===== config.mk =====
export PLATFORM = sky130hd
export DESIGN_NAME = dcache_refill_ctrl
export DESIGN_NICKNAME = d
export VERILOG_FILES = /design/src/rtl/dcache_refill_ctrl.sv
export SDC_FILE = /design/constraint.sdc
export NUM_CORES = 1
export LEC_CHECK = 0
export CAP_MARGIN = 15
export CORE_AREA = 5 5 176 178
export CTS_CLUSTER_DIAMETER = 40
export CTS_CLUSTER_SIZE = 25
export DETAILED_ROUTE_END_ITERATION = 16
export DIE_AREA = 0 0 181 183
export HOLD_SLACK_MARGIN = 0.03
export PLACE_DENSITY_LB_ADDON = 0.25
export SYNTH_ARGS = -nofsm -noshare
export SYNTH_HDL_FRONTEND = slang
export SYNTH_SLANG_ARGS = --single-unit

===== constraint.sdc =====
create_clock -name CLK -period 2.1 [get_ports CLK]
set_clock_uncertainty 0.15 [all_clocks]
set_input_delay 0.21 -clock CLK [delete_from_list [all_inputs] [get_ports CLK]]
set_output_delay 0.21 -clock CLK [all_outputs]
set_load 0.01 [all_outputs]

===== src/rtl/dcache_refill_ctrl.sv =====
// Data-cache miss handler: optional dirty-victim write-back, then an ascending 4-word line refill.
// Define DCACHE_WRITEBACK_EN to include the WB state and victim capture; otherwise every miss goes IDLE->FILL.
module dcache_refill_ctrl #(
  parameter int MEM_LAT = 2
) (
  input  logic         CLK,
  input  logic         RSTn,
  input  logic         miss_req,
  input  logic [31:0]  miss_addr,
  input  logic         victim_dirty,
  input  logic [31:0]  victim_addr,
  input  logic [127:0] victim_line,
  output logic         busy,
  output logic         refill_valid,
  output logic [31:0]  refill_addr,
  output logic [127:0] refill_line,
  output logic [31:0]  D_MEM_ADDR,
  output logic [31:0]  D_MEM_DO,
  output logic         D_MEM_WEN,
  input  logic [31:0]  D_MEM_DI
);

  localparam int         LINE_WORDS = 4;
  localparam logic [1:0] WORD_LAST  = 2'(LINE_WORDS - 1);
  localparam logic [3:0] LAT_LAST   = 4'(MEM_LAT - 1);

  typedef enum logic [1:0] {IDLE, WB, FILL, DONE} state_t;

  state_t      state;
  logic [3:0]  lat;
  logic [1:0]  word;
  logic [1:0]  word_nxt;
  logic        lat_wrap;
  logic [27:0] miss_tag;
  logic        unused_bits;

  assign word_nxt = word + 2'd1;
  assign lat_wrap = (lat == LAT_LAST);

`ifdef DCACHE_WRITEBACK_EN
  logic [27:0]  victim_tag;
  logic [127:0] victim_q;
  assign unused_bits = ^{miss_addr[3:0], victim_addr[3:0]};
`else
  // Without write-back the memory port is read-only and the victim inputs are dead.
  assign unused_bits = ^{miss_addr[3:0], victim_dirty, victim_addr, victim_line};
  assign D_MEM_WEN   = 1'b1;
  assign D_MEM_DO    = 32'd0;
`endif

  // Every output is loaded together with the state/counter move that selects it, so all are registered.
  always_ff @(posedge CLK or negedge RSTn) begin
    if (!RSTn) begin
      state        <= IDLE;
      lat          <= 4'd0;
      word         <= 2'd0;
      miss_tag     <= 28'd0;
      busy         <= 1'b0;
      refill_valid <= 1'b0;
      refill_addr  <= 32'd0;
      refill_line  <= 128'd0;
      D_MEM_ADDR   <= 32'd0;
`ifdef DCACHE_WRITEBACK_EN
      victim_tag   <= 28'd0;
      victim_q     <= 128'd0;
      D_MEM_DO     <= 32'd0;
      D_MEM_WEN    <= 1'b1;
`endif
    end else begin
      refill_valid <= 1'b0;
      case (state)
        IDLE: begin
          if (miss_req) begin
            miss_tag <= miss_addr[31:4];
            lat      <= 4'd0;
            word     <= 2'd0;
            busy     <= 1'b1;
`ifdef DCACHE_WRITEBACK_EN
            victim_tag <= victim_addr[31:4];
            victim_q   <= victim_line;
            if (victim_dirty) begin
              state      <= WB;
              D_MEM_ADDR <= {victim_addr[31:4], 4'b0000};
              D_MEM_DO   <= victim_line[31:0];
              D_MEM_WEN  <= 1'b0;
            end else begin
              state      <= FILL;
              D_MEM_ADDR <= {miss_addr[31:4], 4'b0000};
            end
`else
            state      <= FILL;
            D_MEM_ADDR <= {miss_addr[31:4], 4'b0000};
`endif
          end
        end
`ifdef DCACHE_WRITEBACK_EN
        WB: begin
          if (lat_wrap) begin
            lat <= 4'd0;
            if (word == WORD_LAST) begin
              state      <= FILL;
              word       <= 2'd0;
              D_MEM_ADDR <= {miss_tag, 4'b0000};
              D_MEM_DO   <= 32'd0;
              D_MEM_WEN  <= 1'b1;
            end else begin
              word       <= word_nxt;
              D_MEM_ADDR <= {victim_tag, word_nxt, 2'b00};
              D_MEM_DO   <= victim_q[{word_nxt, 5'b00000} +: 32];
            end
          end else begin
            lat <= lat + 4'd1;
          end
        end
`endif
        FILL: begin
          if (lat_wrap) begin
            lat <= 4'd0;
            refill_line[{word, 5'b00000} +: 32] <= D_MEM_DI;
            if (word == WORD_LAST) begin
              state        <= DONE;
              word         <= 2'd0;
              busy         <= 1'b0;
              refill_valid <= 1'b1;
              refill_addr  <= {miss_tag, 4'b0000};
              D_MEM_ADDR   <= 32'd0;
            end else begin
              word       <= word_nxt;
              D_MEM_ADDR <= {miss_tag, word_nxt, 2'b00};
            end
          end else begin
            lat <= lat + 4'd1;
          end
        end
        DONE:    state <= IDLE;
        default: state <= IDLE;
      endcase
    end
  end

endmodule


==> results.cfg <==
[finish]
drive_gt1_share_pct = 9.61
fin_nets = 1423
fillers = 2701
area_growth_pct = 46.5
post-route-util_pct = 48.6

[power_and_ir_drop]
p_sw_mw = 7.01
swShare_pct = 32.4
combPwrFrac_pct = 37.4
internal_power_mw = 14.7
ir_drop_mv = 0.749
power_frac_seq_pct = 32.7
clockPowerShare_pct = 30.0
p_leak_nw = 6.82
power.density_nw_per_um2 = 1520

[floorplan]
row_count = 63
ios = 455
start_util_pct = 33.2
die_w_um = 181
die-area_sq_um = 33100
core_area_sq_um = 29200
die_h_um = 183

[global_route]
track_usage_pct = 16.3
grt_pass1_wl_um = 43600
grt_max_degree = 57
grt_overflow = 0
antenna_found_initial = 0
grt_pass1_vias = 7507

[critical_path]
endpoint_kind = output port
critical_path.startpoint_type = flop
critical-path-top-delay-family = buffers and inverters
critPathMaxFanout = 12
crit_buf_inv = 2
required_ns = 1.74
worstPathArrival_ns = 1.63
slowest_delay_ns = 0.59
critPathKind = flop to output port
ff2ff_setup_slack_ns = 0.13
critPathLaunch = word[0]
cp_cell_sequence = buf_4 -> clkdlybuf4s50_1
crit_path_top_delay_cell = clkdlybuf4s50_1
timing.rr.end = D_MEM_ADDR[11]
ff2ff_path_depth = 6
worstReg2RegStart = lat[0]

[timing]
fmax_mhz = 502
finalCriticalPeriod_ns = 1.99
maxSlewViolCount = 0
hold_violations = 0
setup_violations = 0
whs_ns = 0.0757
rsz0062_at_grt = false
tns_ns = 0
final.period_utilization_pct = 94.8

[place]
gp_congestion = 0.752
port_buffers = 250
dp_hpwl_um = 18300

[clock_tree]
htree_levels = 2
cts_tree = yes
clockRootBuffer = clkbuf_16
cts_buffers = 39
clock-sinks = 222
clkTransAtPathRegs_ns = 0.05
insertion_delay_ns = 0.50
clock_path_buffers = 3

[synth]
synth_area_leaders = dfrtp_1 57%, mux2i_1 10%, nand2_1 7.1%
syn_area_sq_um = 9710
yosysWarnings = 0
synth_seq_cells = 222
synth.distinct_cells = 34
synth_largest_area_cell = dfrtp_1
postSynthAreaPerCell_sq_um = 10.7
yosysTopAreaCellShare_pct = 57.2
syn_inst = 911
synth_seq_area_share_pct = 57.2

[routing]
antenna_left = 0
routed_wl_um = 27700
routedWlPerCell_um = 17.2
drt_iter0_markers = 360
drc_errors = 0
num_vias = 7206
drt_first_pass_iters = 4
viasPerCell = 4.48

[hold_path]
min_path_type = input pin to async pin

[job]
maxCapViolCount = 0

[outcome]
status = complete, no violations
==> area by class of cell <==
class | instances | area, sq um | share of cell area [%]
Sequential cell | 222 | 5560 | 39.1
Multi-Input combinational cell | 508 | 3360 | 23.6
Timing Repair Buffer | 285 | 2960 | 20.8
Clock buffer | 46 | 1040 | 7.34
Inverter | 131 | 492 | 3.46
Tap cell | 390 | 488 | 3.43
Clock inverter | 26 | 315 | 2.22
Antenna cell | 1 | 2.50 | 0.0176
==> power by group through the flow <==
stage / logic [mW] / clock network (mW) / registers, mW
final: 8.09 / 6.49 / 7.08
after global placement: 8.08 / 0 / 7.10
after CTS: 8.23 / 6.65 / 7.11
after global routing: 8.83 / 6.88 / 7.33
after floorplan: 3.00 / 0 / 7.66
after detailed placement: 8.19 / 0 / 7.14
==> repair_timing <==
item,4_1_cts,5_1_grt
setup endpoints to repair,0,56
gates resized for setup,0,2
hold buffers,1,0
setup buffers,0,1
hold endpoints to repair,222,0
==> how the worst max path moves through the flow <==
stage          depth (start not counted)         endpoint  slack (ns)
2_1_floorplan                          7  refill_line[22]        0.02
5_1_grt                                7  refill_addr[10]       0.007
6_report                               2    D_MEM_ADDR[2]        0.11
3_3_place_gp                           6   refill_line[9]        0.12
3_5_place_dp                           6   refill_line[9]        0.11
4_1_cts                                6   D_MEM_ADDR[11]        0.07
==> cells by family after synthesis <==
group / synth area share [%]
DFF: 57.2
muxes: 13.3
buffers and inverters: 10.2
AOI/OAI and AO/OA: 5.98
and+or+nand+nor: 12.2
other: 0.0774
adders and majority gates: 1.03
==> worst register-to-register path: cells and delay by family, from the launching register on <==
kind | cells | cell delay (ns)
buffers and inverters | 2 | 0.36
DFF | 1 | 0.41
adders and majority gates | 1 | 0.23
and+or+nand+nor | 2 | 0.34
AOI/OAI and AO/OA | 1 | 0.35
==> synth_stat cells, drive strengths merged <==
| library cell | number |
|---|---|
| a21oi | 1 |
| nor2 | 32 |
| dfrtp | 222 |
| o2bb2ai | 1 |
| a21o | 1 |
| and4bb | 1 |
| nand2b | 30 |
| and3 | 1 |
| ha | 8 |
| nor4 | 1 |
| nand2 | 184 |
| a221oi | 28 |
| or3 | 1 |
| o21ai | 1 |
| mux2i | 97 |
| nand3 | 7 |
| buf | 60 |
| o31ai | 1 |
| and2 | 1 |
| nor3b | 2 |
| nor4b | 4 |
| inv | 131 |
| o22ai | 1 |
| a22o | 32 |
| or3b | 1 |
| mux2 | 28 |
| nor4bb | 1 |
| and3b | 1 |
| nand4b | 1 |
| clkbuf | 27 |
| o21bai | 2 |
| conb | 2 |
==> registers in the layout (all words and copies together) (netlist names) <==
signal,count
lat,4
state,2
busy,1
miss_tag,28
refill_valid,1
refill_addr,28
word,1
refill_line,128
D_MEM_ADDR,29
==> layer usage <==
layer  GRT usage [%]  part of all wire [%]  up-vias
li1                -                     -     3420
met2            26.4                    46      251
met5               0                     0        -
met4            3.81                   1.6        0
met3            5.73                   8.4       35
met1            21.3                    44     3500
==> stage by stage <==
step           power (mW)  setup WS (ns)  cells  cell area (sq um)
5_1_grt              23.0        0.00744   1608              14200
6_report             21.7          0.110   1609              14200
3_3_place_gp         15.2          0.116   1534              12800
2_1_floorplan        10.7         0.0192    948               9850
4_1_cts              22.0         0.0674   1607              14200
3_5_place_dp         15.3          0.105   1534              12800
==> cell usage in the layout (no fill, tap or decap), types with 3 or more instances in the layout <==
master and n:
conb_1 39, nor2_1 32, mux2_1 28, buf_4 18
nand2_1 184, ha_1 8, dfrtp_1 221, bufinv_16 5
clkdlybuf4s50_1 249, clkinv_2 6, inv_1 131, inv_6 6
nand3_1 4, clkbuf_1 4, nand2b_1 30, mux2i_1 97
clkbuf_16 40, clkinvlp_4 5, buf_12 15, a22o_1 32
a221oi_1 28, nand3_2 3
No activity file was read; power rests on OpenSTA's default activity.
